==> src/rtl/mem_arb_pkg.sv <==
// ---------------------------------------------------------------------------
// mem_arb_pkg
// Shared types and constants for the two-requester memory bus arbiter.
//   state_t     : arbiter FSM states (IDLE, ISSUE, RDWAIT)
//   NREQ        : number of requesters (bit0 = CPU control unit, bit1 = DMA)
//   DATA_W_DEF  : default data word width
//   ADDR_W_DEF  : default memory address width
//   idx_onehot  : requester index -> one-hot grant/ack vector
// ---------------------------------------------------------------------------
package mem_arb_pkg;

  localparam int NREQ       = 2;
  localparam int DATA_W_DEF = 9;
  localparam int ADDR_W_DEF = 9;

  typedef enum logic [1:0] {
    IDLE   = 2'd0,
    ISSUE  = 2'd1,
    RDWAIT = 2'd2
  } state_t;

  function automatic logic [NREQ-1:0] idx_onehot(input logic idx);
    idx_onehot = idx ? 2'b10 : 2'b01;
  endfunction

endpackage

==> src/rtl/mem_bus_arbiter_if.sv <==
// ---------------------------------------------------------------------------
// mem_bus_arbiter_if
// Bundles the requester side and the RAM side of the arbiter.
//   slave  modport : the arbiter's view
//   master modport : the environment's view (requesters + RAM)
// Signals:
//   req[1:0], we[1:0]        per-requester request level / store enable
//   addr0/addr1, wdata0/1    per-requester operands
//   gnt[1:0], ack[1:0]       one-hot grant, one-cycle completion pulse
//   rdata, busy              shared load result, arbiter not idle
//   mem_addr/wdata/we        RAM command, mem_rdata RAM data (1-cycle latency)
//   state_dbg                current FSM state, for observation only
//
// Handshake: a requester raises req (with we/addr/wdata) and holds it as a
// level. Its operands are captured on the grant edge, so later changes do not
// disturb the transaction. gnt stays high until the cycle in which ack pulses
// for exactly one cycle; the requester drops req on that ack edge. A req still
// high once the arbiter is back in IDLE is treated as a new transaction.
// ---------------------------------------------------------------------------
interface mem_bus_arbiter_if
  import mem_arb_pkg::*;
#(
  parameter int DATA_W = DATA_W_DEF,
  parameter int ADDR_W = ADDR_W_DEF
);

  logic [NREQ-1:0]   req;
  logic [NREQ-1:0]   we;
  logic [ADDR_W-1:0] addr0;
  logic [ADDR_W-1:0] addr1;
  logic [DATA_W-1:0] wdata0;
  logic [DATA_W-1:0] wdata1;
  logic [NREQ-1:0]   gnt;
  logic [NREQ-1:0]   ack;
  logic [DATA_W-1:0] rdata;
  logic              busy;
  logic [ADDR_W-1:0] mem_addr;
  logic [DATA_W-1:0] mem_wdata;
  logic              mem_we;
  logic [DATA_W-1:0] mem_rdata;
  state_t            state_dbg;

  modport slave (
    input  req, we, addr0, addr1, wdata0, wdata1, mem_rdata,
    output gnt, ack, rdata, busy, mem_addr, mem_wdata, mem_we, state_dbg
  );

  modport master (
    output req, we, addr0, addr1, wdata0, wdata1, mem_rdata,
    input  gnt, ack, rdata, busy, mem_addr, mem_wdata, mem_we, state_dbg
  );

endinterface

==> src/rtl/rr_pick2.sv <==
// ---------------------------------------------------------------------------
// rr_pick2
// Combinational two-way round-robin winner selection.
//   req[1:0]  : active requests
//   last_gnt  : index of the requester granted most recently
//   win[1:0]  : one-hot winner, zero when nobody requests
// On a tie the requester that did not win last time is chosen.
// ---------------------------------------------------------------------------
module rr_pick2 (
  input  logic [1:0] req,
  input  logic       last_gnt,
  output logic [1:0] win
);

  always_comb begin
    win = 2'b00;
    case (req)
      2'b01:   win = 2'b01;
      2'b10:   win = 2'b10;
      2'b11:   win = last_gnt ? 2'b01 : 2'b10;
      default: win = 2'b00;
    endcase
  end

endmodule

==> src/rtl/mem_bus_arbiter.sv <==
// ---------------------------------------------------------------------------
// mem_bus_arbiter
// Arbitrates a CPU control unit (requester 0) and a DMA/loader (requester 1)
// onto one single-port synchronous RAM.
//   clk  : clock, rising edge
//   rst  : asynchronous active-high reset
//   bus  : requester + RAM signals (see mem_bus_arbiter_if)
// Flow: IDLE picks a winner and latches its operands; ISSUE drives the RAM
// for one cycle (stores ack here); RDWAIT captures the RAM data and acks.
// Store latency is 2 cycles from the request being seen, load latency 3.
// ---------------------------------------------------------------------------
module mem_bus_arbiter
  import mem_arb_pkg::*;
#(
  parameter int DATA_W = DATA_W_DEF,
  parameter int ADDR_W = ADDR_W_DEF
) (
  input  logic             clk,
  input  logic             rst,
  mem_bus_arbiter_if.slave bus
);

  state_t            state;
  state_t            state_nxt;
  // Index of the most recent grant; while busy it is also the current owner.
  logic              last_gnt;
  logic [ADDR_W-1:0] lat_addr;
  logic [DATA_W-1:0] lat_wdata;
  logic              lat_we;
  logic [DATA_W-1:0] rdata_q;
  logic [NREQ-1:0]   win;
  logic              win_idx;
  logic              grant;

  rr_pick2 u_pick (
    .req      (bus.req),
    .last_gnt (last_gnt),
    .win      (win)
  );

  assign win_idx = win[1];

  always_ff @(posedge clk or posedge rst) begin
    if (rst) state <= IDLE;
    else     state <= state_nxt;
  end

  always_comb begin
    state_nxt  = state;
    grant      = 1'b0;
    bus.gnt    = '0;
    bus.ack    = '0;
    bus.mem_we = 1'b0;
    case (state)
      IDLE: begin
        if (|win) begin
          grant     = 1'b1;
          state_nxt = ISSUE;
        end
      end
      ISSUE: begin
        bus.gnt    = idx_onehot(last_gnt);
        bus.mem_we = lat_we;
        if (lat_we) begin
          bus.ack   = idx_onehot(last_gnt);
          state_nxt = IDLE;
        end else begin
          state_nxt = RDWAIT;
        end
      end
      RDWAIT: begin
        bus.gnt   = idx_onehot(last_gnt);
        bus.ack   = idx_onehot(last_gnt);
        state_nxt = IDLE;
      end
      default: state_nxt = IDLE;
    endcase
  end

  // last_gnt resets to the DMA index so the CPU wins the first tie.
  always_ff @(posedge clk or posedge rst) begin
    if (rst) begin
      last_gnt  <= 1'b1;
      lat_addr  <= '0;
      lat_wdata <= '0;
      lat_we    <= 1'b0;
      rdata_q   <= '0;
    end else begin
      if (grant) begin
        last_gnt  <= win_idx;
        lat_addr  <= win_idx ? bus.addr1  : bus.addr0;
        lat_wdata <= win_idx ? bus.wdata1 : bus.wdata0;
        lat_we    <= bus.we[win_idx];
      end
      // RAM data for the address issued last cycle is valid during RDWAIT.
      if (state == RDWAIT) rdata_q <= bus.mem_rdata;
    end
  end

  // The RAM address/data hold the latched operands; only mem_we is gated.
  assign bus.mem_addr  = lat_addr;
  assign bus.mem_wdata = lat_wdata;
  assign bus.rdata     = rdata_q;
  assign bus.busy      = (state != IDLE);
  assign bus.state_dbg = state;

endmodule

==> src/flat_wrapper.sv <==
// flat-port wrapper written by rule: the top's interface ports become plain ports
module mem_bus_arbiter_flat import mem_arb_pkg::*;
#(
  parameter int DATA_W = DATA_W_DEF,
  parameter int ADDR_W = ADDR_W_DEF
)
  (clk, rst, bus_req, bus_we, bus_addr0, bus_addr1, bus_wdata0, bus_wdata1, bus_mem_rdata, bus_gnt, bus_ack, bus_rdata, bus_busy, bus_mem_addr, bus_mem_wdata, bus_mem_we, bus_state_dbg);
  mem_bus_arbiter_if #(.DATA_W(DATA_W), .ADDR_W(ADDR_W)) bus_i ();
  input  logic clk;
  input  logic rst;
  input wire logic [$bits(bus_i.req)-1:0] bus_req;
  input wire logic [$bits(bus_i.we)-1:0] bus_we;
  input wire logic [$bits(bus_i.addr0)-1:0] bus_addr0;
  input wire logic [$bits(bus_i.addr1)-1:0] bus_addr1;
  input wire logic [$bits(bus_i.wdata0)-1:0] bus_wdata0;
  input wire logic [$bits(bus_i.wdata1)-1:0] bus_wdata1;
  input wire logic [$bits(bus_i.mem_rdata)-1:0] bus_mem_rdata;
  output wire logic [$bits(bus_i.gnt)-1:0] bus_gnt;
  output wire logic [$bits(bus_i.ack)-1:0] bus_ack;
  output wire logic [$bits(bus_i.rdata)-1:0] bus_rdata;
  output wire logic [$bits(bus_i.busy)-1:0] bus_busy;
  output wire logic [$bits(bus_i.mem_addr)-1:0] bus_mem_addr;
  output wire logic [$bits(bus_i.mem_wdata)-1:0] bus_mem_wdata;
  output wire logic [$bits(bus_i.mem_we)-1:0] bus_mem_we;
  output wire logic [$bits(bus_i.state_dbg)-1:0] bus_state_dbg;
  assign bus_i.req = bus_req;
  assign bus_i.we = bus_we;
  assign bus_i.addr0 = bus_addr0;
  assign bus_i.addr1 = bus_addr1;
  assign bus_i.wdata0 = bus_wdata0;
  assign bus_i.wdata1 = bus_wdata1;
  assign bus_i.mem_rdata = bus_mem_rdata;
  assign bus_gnt = bus_i.gnt;
  assign bus_ack = bus_i.ack;
  assign bus_rdata = bus_i.rdata;
  assign bus_busy = bus_i.busy;
  assign bus_mem_addr = bus_i.mem_addr;
  assign bus_mem_wdata = bus_i.mem_wdata;
  assign bus_mem_we = bus_i.mem_we;
  assign bus_state_dbg = bus_i.state_dbg;
  mem_bus_arbiter #(.DATA_W(DATA_W), .ADDR_W(ADDR_W)) u_core (.clk(clk), .rst(rst), .bus(bus_i));
endmodule
==> config.mk <==
export PLATFORM = sky130hd
export DESIGN_NAME = mem_bus_arbiter_flat
export DESIGN_NICKNAME = d
export VERILOG_FILES = /design/src/rtl/mem_arb_pkg.sv /design/src/rtl/mem_bus_arbiter_if.sv /design/src/rtl/rr_pick2.sv /design/src/rtl/mem_bus_arbiter.sv /design/src/flat_wrapper.sv
export SDC_FILE = /design/constraint.sdc
export NUM_CORES = 1
export LEC_CHECK = 0
export BUFFER_PORTS_ARGS = -buffer_cell sky130_fd_sc_hd__buf_2
export CAP_MARGIN = 20
export CORE_UTILIZATION = 43
export DETAILED_ROUTE_END_ITERATION = 10
export GPL_ROUTABILITY_DRIVEN = 0
export PLACE_DENSITY = 0.79
export SYNTH_ARGS = -nofsm -noshare
export SYNTH_HDL_FRONTEND = slang
export SYNTH_SLANG_ARGS = --single-unit
==> constraint.sdc <==
create_clock -name clk -period 1.5 [get_ports clk]
set_input_delay 0.075 -clock clk [delete_from_list [all_inputs] [get_ports clk]]
set_output_delay 0.075 -clock clk [all_outputs]
set_load 0.01 [all_outputs]
# Yosys cells after proc, flatten, opt, wreduce, memory -nomap -nowiden
# Index checks and enable logic that the tools add are counted.
# Widths: inputs -> output; s select.
[classes]
eq_ne = 6
n_addsub = 0
mux = 16
n_lt_le_gt_ge = 1
multipliers = 0
bitwise = 0
n_reduce_logical = 4
div = 0
shifts = 0
[op_table]
columns = ["cell", "n"]
rows = [
  ["$mux 9", 2],
  ["$mux 2", 6],
  ["$pmux 2 s2", 2],
  ["$eq 2x2->1 const B", 3],
  ["$pmux 2 s3", 1],
  ["$mux 1", 5],
  ["$eq 2x1->1 const B", 2],
  ["$reduce_or 2->1", 2],
  ["$logic_not 2->1", 1],
  ["$lt 1x2->1 const B", 1],
  ["$ne 2x1->1 const B", 1],
  ["$reduce_bool 2->1", 1],
]
[totals]
mem_bits_ro = 0
regBits = 31
out_inout_bits = 35
in_bits = 51
n_memories = 0
latch_bits = 0
ram_bits = 0

# Depth between registers and ports, before layout
# Gate-level depths: netlist of the first run.
[logic_depth]
word_depth = 5
ltp_mapped = 7
depth_no_buf = 5

# By module
# A second synthesis of the first run with hierarchy kept.
[unflattened]
hier_cells = 140
hier_area_um2 = 1496.4
[modules_own_cells]
columns = ["module", "n_inst", "area_each_um2", "cells_each"]
rows = [
  ["mem_bus_arbiter", 1, 1477.7, 137],
  ["rr_pick2", 1, 18.8, 3],
]

# Worst setup path before layout of the first run
# Ideal clock, no wire load.
[synth_path]
path_kind = "register -> register"
start = "register u_core.state[0] (netlist: u_core.bus.state_dbg[0])"
end = "register u_core.state[1] (netlist: u_core.bus.state_dbg[1])"
arrival_ns = 1.292
stages_incl_launch_ff = 6
setup_slack_ns = 0.085
required_time_ns = 1.377
cell_sequence = "dfrtp_1 -> inv_1 -> ha_1 -> inv_1 -> or3_1 -> mux2i_1"
[synth_via]
elab_chain_cells = 2
word_cells_on_any_way = 4
cone_classes = "2 x eq/ne; 1 x mux; 1 x reduce/logical"
[synth_lines]
columns = ["element", "line", "source"]
rows = [
  ["start, declared", "mem_bus_arbiter.sv:23", "state_t state;"],
  ["start signal, assigned", "mem_bus_arbiter.sv:45", "else state <= state_nxt;"],
  ["$eq 2x1->1 / $logic_not 2->1 (equally long branches)", "mem_bus_arbiter.sv:54", "case (state)"],
  ["$pmux 2 s2 / $ne 2x1->1 (equally long branches)", "n/a", ""],
]
# Several ways; a longest one is shown, not always the timed one.
# A chain may end at the register's enable or synchronous reset.

# Worst setup path after layout of the first run
[layout_path]
start = "register u_core.state[0] (netlist: u_core.bus.state_dbg[0])"
end = "output bus_ack[1]"
[layout_via]
elab_chain_cells = 2
word_cells_on_any_way = 3
cone_classes = "2 x eq/ne; 1 x mux"
[layout_lines]
columns = ["element", "line", "source"]
rows = [
  ["$eq 2x2->1 / $eq 2x1->1 (equally long branches)", "mem_bus_arbiter.sv:54", ""],
  ["$pmux 2 s2 *", "mem_bus_arbiter.sv:54", ""],
  ["end, declared", "flat_wrapper.sv:19", "output wire logic [$bits(bus_i.ack)-1:0] bus_ack;"],
]
# Every way passes the cells marked *; elsewhere a longest branch is shown, timed or not.

==> metrics, run 1 <==
run status=complete, but fails checks; failing checks=negative setup slack; share of cells above drive strength 1=between 40% and 50%; H-tree Lvls=2; PD cells=1850 mW/mm²; Core Util, Final=roughly 82%; largest family of logic cells by synthesized area=simple AND/OR/NAND/NOR gates; peak supply drop=a little over 1 mV; maximum clock insertion buffer count=2; Slew Viols, Final=0; Cell Count, Final, Fillers Out=330; antenna violations before repair=0; Crit Path Max Fanout=4; Core Area=0.00313 mm²; placed cells=between 200 and 300; die area=0.00360 mm²; RSZ-0062 raised after global routing=yes; worst reg-to-reg setup slack=0.06 ns; Worst-path clk slew=about 0.10 ns; period utilisation layout=107%; Tmin final=1.61 ns; CTS tree=built; remaining global-route overflow=0; Post-Synth XOR/XNOR Area=0%; vias in the first global route=1598; Worst Tran Pin Value=between 0.3 and 0.4 ns; Startpoint Class=flop; Compound-Gate Fraction of Synth Area=11.6%; syn_nets=201; WS Path Type=reg -> out; WP data arrival=1.53 ns; post-synthesis mux area share=under 10%; Internal=approximately 2900 µW; FMAX=623 MHz; register share of total power=32.6%; Yosys top cell area share=51.9%; Routed Antenna Nets=0; Ys Warns=0; Final setup viols=2; clock tree sinks=31; Clock power frac=14.3%; clock latency on the worst-skew pair=approximately 0.33 ns; Hold Crit Class=in -> reg; simple-gate share of the synthesized area=18.7%; Final Net Count=about 340; Logic pwr share=roughly 53%; largest net degree at the start of global routing=39; Sw Ratio=between 30% and 40%; Post-Synthesis Cells=between 100 and 150; Power Total=4750 µW; vias per cell=~4.9; Worst Setup End Kind=output port; Synth Area in Adders=2.60%; total global-route track usage=27.2%; Switch Pwr=1830 µW; first drt pass iteration count=5; largest cells by area after synthesis=dfrtp_1 52%, nand2_1 9.9%, a31oi_1 8.7%, mux2_2 7.0%, nor2_1 5.4%; Synth-to-Final Area Change=77.8%; initial DRC count=59; Worst slew margin=between 70 and 80%; Num CTS Buffers=5; ANT cells=0; Hold Slack=around 0.0077 ns; DIE HEIGHT=60.0 µm; Yosys reg bits=31; post-synthesis sequential area ratio=53.7%; number of port buffers=85; Avg Inst Size Synth=9.84 µm²; Final WS setup=-0.105 ns; drt wl/cell=15.2 µm; Horiz. Die Dim=60.0 µm; DRC violations left=0; first-pass GRT wire length=between 6000 and 7000 µm; LEAKAGE=0.00126 µW; I/O Pins=86; Synth area leader=dfrtp_1; Detailed Route WL=a little over 5000 µm; synth unique cells=21; Clk Tree Root Cell=clkbuf_4; Via Count=1620; Initial Util=46.2%; Clock Skew=between 0.01 and 0.015 ns; Post-Syn Area=0.00145 mm²; DP HPWL=2350 µm; Final Hold Vio Count=0; Worst EP required=~1.4 ns; Max-cap violations=0; row count=20
## sequential cells by signal, indices dropped and copies added, names as in the netlist
name                  cells
u_core.bus.mem_wdata      9
u_core.bus.rdata          9
u_core.last_gnt           1
u_core.bus.state_dbg      2
u_core.lat_we             1
u_core.bus.mem_addr       9
## cell usage after synthesis
master     n
mux2_2     9
buf_6      4
a21boi_4   1
a21bo_1    1
dfrtp_1   30
nor2_1    21
nand2b_1   1
buf_2      3
or3_1      1
nor3_1     1
inv_1      4
nor2b_1    3
buf_4      1
mux2i_1    1
a31oi_1   20
nand2_1   38
dfstp_2    1
and2_1     2
a21oi_1    1
o21a_2     1
ha_1       3
## stage by stage
step / setup TNS (ns) / area [µm²] / setup slack [ns]
finish: -0.175 / 2570 / -0.105
detailed placement: 0 / 1920 / 0.0460
global placement: 0 / 1920 / 0.126
CTS: -0.0738 / 2500 / -0.0378
global route: -0.386 / 2570 / -0.165
floorplan: 0 / 1450 / 0.0847
## metal layers
metal  up-vias  GRT usage, %  share of wire, %
met5         -             0                 0
met4         0          11.6               4.2
met3        21          10.8               8.5
met2        98          49.5                51
met1       733          27.0                36
li1        768             -                 -
## placed cells by master, fill, tap and decap left out, types with 2 or more instances in the layout
cell           instances
nand2_1               38
mux2_2                 9
dlygate4sd3_1         46
buf_4                  6
inv_1                  2
inv_2                  2
buf_12                 2
clkbuf_4               5
ha_4                   2
nor2_1                20
buf_2                 83
buf_6                  2
a31oi_1               20
dfrtp_1               30
and2_4                 2
nor2b_4                3
## logic make-up after synthesis
group / Yosys count
AOI/OAI and AO/OA: 24
adders and majority gates: 3
buffers and inverters: 12
DFF: 31
muxes: 10
and+or+nand+nor: 67
## power by group through the flow
stage	Combinational, µW	Sequential, µW	Clock [µW]
after floorplan	1080	1710	0
after CTS	2250	1530	684
after detailed placement	1990	1540	0
after global routing	2750	1600	728
after global placement	1970	1520	0
final	2520	1550	681
## worst max-delay path, stage by stage (launching register included)
cell     delay, ns
dfrtp_1       0.43
inv_2         0.09
ha_4          0.27
and2_4        0.14
nor2b_4       0.16
buf_6         0.11
## final timing paths
kind	startpoint	endpoint	depth (start not counted)
worst max register to register	u_core.bus.state_dbg[0]$_DFFE_PP0P_	u_core.bus.state_dbg[1]$_DFFE_PP0P_	5
min in group asynchronous	rst	u_core.bus.rdata[1]$_DFFE_PP0N_	4
worst min-delay path	bus_addr0[1]	u_core.bus.mem_addr[1]$_DFFE_PP0P_	3
max in group asynchronous	rst	u_core.last_gnt$_DFFE_PP1P_	4
worst min register to register	u_core.bus.rdata[2]$_DFFE_PP0N_	u_core.bus.rdata[2]$_DFFE_PP0N_	1
worst max-delay path	u_core.bus.state_dbg[0]$_DFFE_PP0P_	bus_ack[1]	5
## layout make-up
class | count | area [µm²]
clock inverters | 2 | 35.0
fillers | 180 | 557
flip-flops and latches | 31 | 777
well taps | 44 | 55.1
clock buffers | 6 | 51.3
inverters | 4 | 15.0
multi-input cells | 104 | 654
repair buffers | 139 | 983
## repair_timing
action / CTS / global route
endpoints found under the setup margin: 2 / 2
pin swaps: 1 / 3
hold buffers: 44 / 2
resized for setup: 7 / 10
setup buffers: 2 / 1
hold endpoints to repair: 58 / 2
Note: power is estimated with default switching activity, not from simulation.
==> inputs of run 2 (changes only) <==
Settings changed: CELL_PAD_IN_SITES_DETAIL_PLACEMENT set to 2, CELL_PAD_IN_SITES_GLOBAL_PLACEMENT set to 2, CORE_UTILIZATION 43 to 23, GPL_TIMING_DRIVEN set to 1, PLACE_DENSITY 0.79 to not set, PLACE_DENSITY_LB_ADDON set to 0.1.
==> run 2 against run 1 <==
The run now ends clean. Cell count shrank 5.2%. Non-clock buffer count shrank 46. Sequential power is essentially flat. Register-to-register slack gained 0.04 ns. Sequential cell count is the same. Die area grew 84%. Hold slack gained 0.030 ns.
==> metrics, run 2 (synthesis results as in run 1) <==
Tmin final=1.50 ns; die area=between 0.006 and 0.007 mm²; first drt pass iteration count=2; clock tree sinks=31; drt wl/cell=about 14 µm; row count=28; Sw Ratio=38.5%; remaining global-route overflow=0; Hold Crit Class=in -> reg; Logic pwr share=52.8%; DP HPWL=3500 µm; share of cells above drive strength 1=49.6%; total global-route track usage=~15%; Horiz. Die Dim=81.3 µm; H-tree Lvls=2; vias in the first global route=1563; Cell Count, Final, Fillers Out=313; Final Hold Vio Count=0; Reg-to-Reg Start=u_core.bus.state_dbg[0]$_DFFE_PP0P_; LEAKAGE=0.00106 µW; WS Path Type=reg -> out; ANT cells=0; PD cells=roughly 2100 mW/mm²; Crit Path Max Fanout=4; Detailed Route WL=4500 µm; fill count=680; Final Net Count=roughly 300; WP data arrival=1.42 ns; Max-cap violations=0; DRC violations left=0; Via Count=1405; Final WS setup=0.00241 ns; Clock Skew=0.00581 ns; Internal=2770 µW; CTS tree=built; Clock power frac=13.0%; maximum clock insertion buffer count=2; Initial Util=24.1%; worst reg-to-reg setup slack=0.10 ns; WHS Endpoint=u_core.bus.rdata[7]$_DFFE_PP0N_; Startpoint Class=flop; vias per cell=4.49; register share of total power=34.2%; antenna violations before repair=0; clock latency on the worst-skew pair=0.28 ns; min-delay src=bus_mem_rdata[7]; cell area after layout=0.00213 mm²; leading cell type in the layout, fill and taps excluded=buf_2; area of the multi-input gates=639 µm²; Power Total=4510 µW; Core Area=approximately 0.006 mm²; peak supply drop=~0.6 mV; initial DRC count=23; Final setup viols=0; Worst EP required=1.42 ns; Switch Pwr=about 1700 µW; Worst Tran Pin Value=0.579 ns; FMAX=668 MHz; worst reg2reg path depth=5; worst hold stages=2; Worst Setup Slack post-DPL=around 0.025 ns; DP Area=0.00195 mm²; Routed Antenna Nets=0; most frequent cells in the layout=84 x buf_2, 38 x nand2_1, 30 x dfrtp_1; largest net degree at the start of global routing=32; Hold Slack=roughly 0.038 ns; Worst slew margin=61.3%; RSZ-0062 raised after global routing=yes; I/O Pins=86; Worst Setup End Kind=output port; Num CTS Buffers=5; run status=complete, no violations; Slew Viols, Final=0; first-pass GRT wire length=about 7300 µm; Worst-path clk slew=0.06 ns; Clk Tree Root Cell=clkbuf_8; number of port buffers=85; period utilisation layout=99.8%; Synth-to-Final Area Change=47.2%; DIE HEIGHT=around 80 µm; placed cells=303; worst r2r dst=u_core.bus.rdata[0]$_DFFE_PP0N_; register area=slightly below 800 µm²
==> run 2: how the worst max path moves through the flow <==
stage / from / depth (start not counted) / endpoint
global placement: u_core.bus.state_dbg[0]$_DFFE_PP0P_ / 3 / u_core.bus.rdata[6]$_DFFE_PP0N_
detailed placement: u_core.bus.state_dbg[0]$_DFFE_PP0P_ / 5 / u_core.bus.state_dbg[1]$_DFFE_PP0P_
finish: u_core.bus.state_dbg[0]$_DFFE_PP0P_ / 5 / bus_ack[1]
global route: u_core.bus.state_dbg[0]$_DFFE_PP0P_ / 5 / bus_ack[0]
CTS: u_core.bus.state_dbg[0]$_DFFE_PP0P_ / 5 / bus_ack[1]
floorplan: u_core.bus.state_dbg[0]$_DFFE_PP0P_ / 5 / u_core.bus.state_dbg[1]$_DFFE_PP0P_
==> run 2: cell type report <==
type                       instances  area share, %
clock buffer                       6           3.41
multi-input combinational        104           30.0
timing repair buffer              93           25.0
inverter                           4          0.705
tap                               75           4.41
sequential                        31           36.5
==> run 2: repair_timing <==
action / 4_1_cts / 5_1_grt
resized for setup: 6 / 7
hold endpoints to repair: 30 / 0
buffers inserted: 3 / 0
pin swaps: 2 / 1
endpoints found under the setup margin: 3 / 2
hold buffers: 1 / 0
==> run 2: per-layer routing <==
layer | GRT usage [%] | up-vias | wire, µm
li1 | - | 671 | -
met1 | 15.9 | 675 | 1750
met2 | 27.2 | 53 | 2360
met3 | 4.38 | 6 | 330
met4 | 5.89 | 0 | 53
met5 | 0 | - | 0
==> run 2: metrics by stage <==
step / TNS (ns) / util, %
final: 0 / 35.5
after global routing: -0.148 / 35.5
after CTS: -0.0267 / 35.0
after detailed placement: 0 / 32.6
after global placement: 0 / 32.6
after floorplan: 0 / -
==> run 2: power groups by stage <==
stage / registers [µW] / clock network [µW] / logic (µW)
2_1_floorplan: 1710 / 0 / 1080
3_3_place_gp: 1520 / 0 / 2050
3_5_place_dp: 1560 / 0 / 2160
4_1_cts: 1550 / 622 / 2330
5_1_grt: 1610 / 654 / 2650
6_report: 1540 / 588 / 2380
==> run 2: worst max-delay path: stages (launching register included) <==
cell and delay (ns):
dfrtp_1 0.41, inv_2 0.12, ha_4 0.21, and2_4 0.15, nor2b_1 0.12, buf_2 0.14
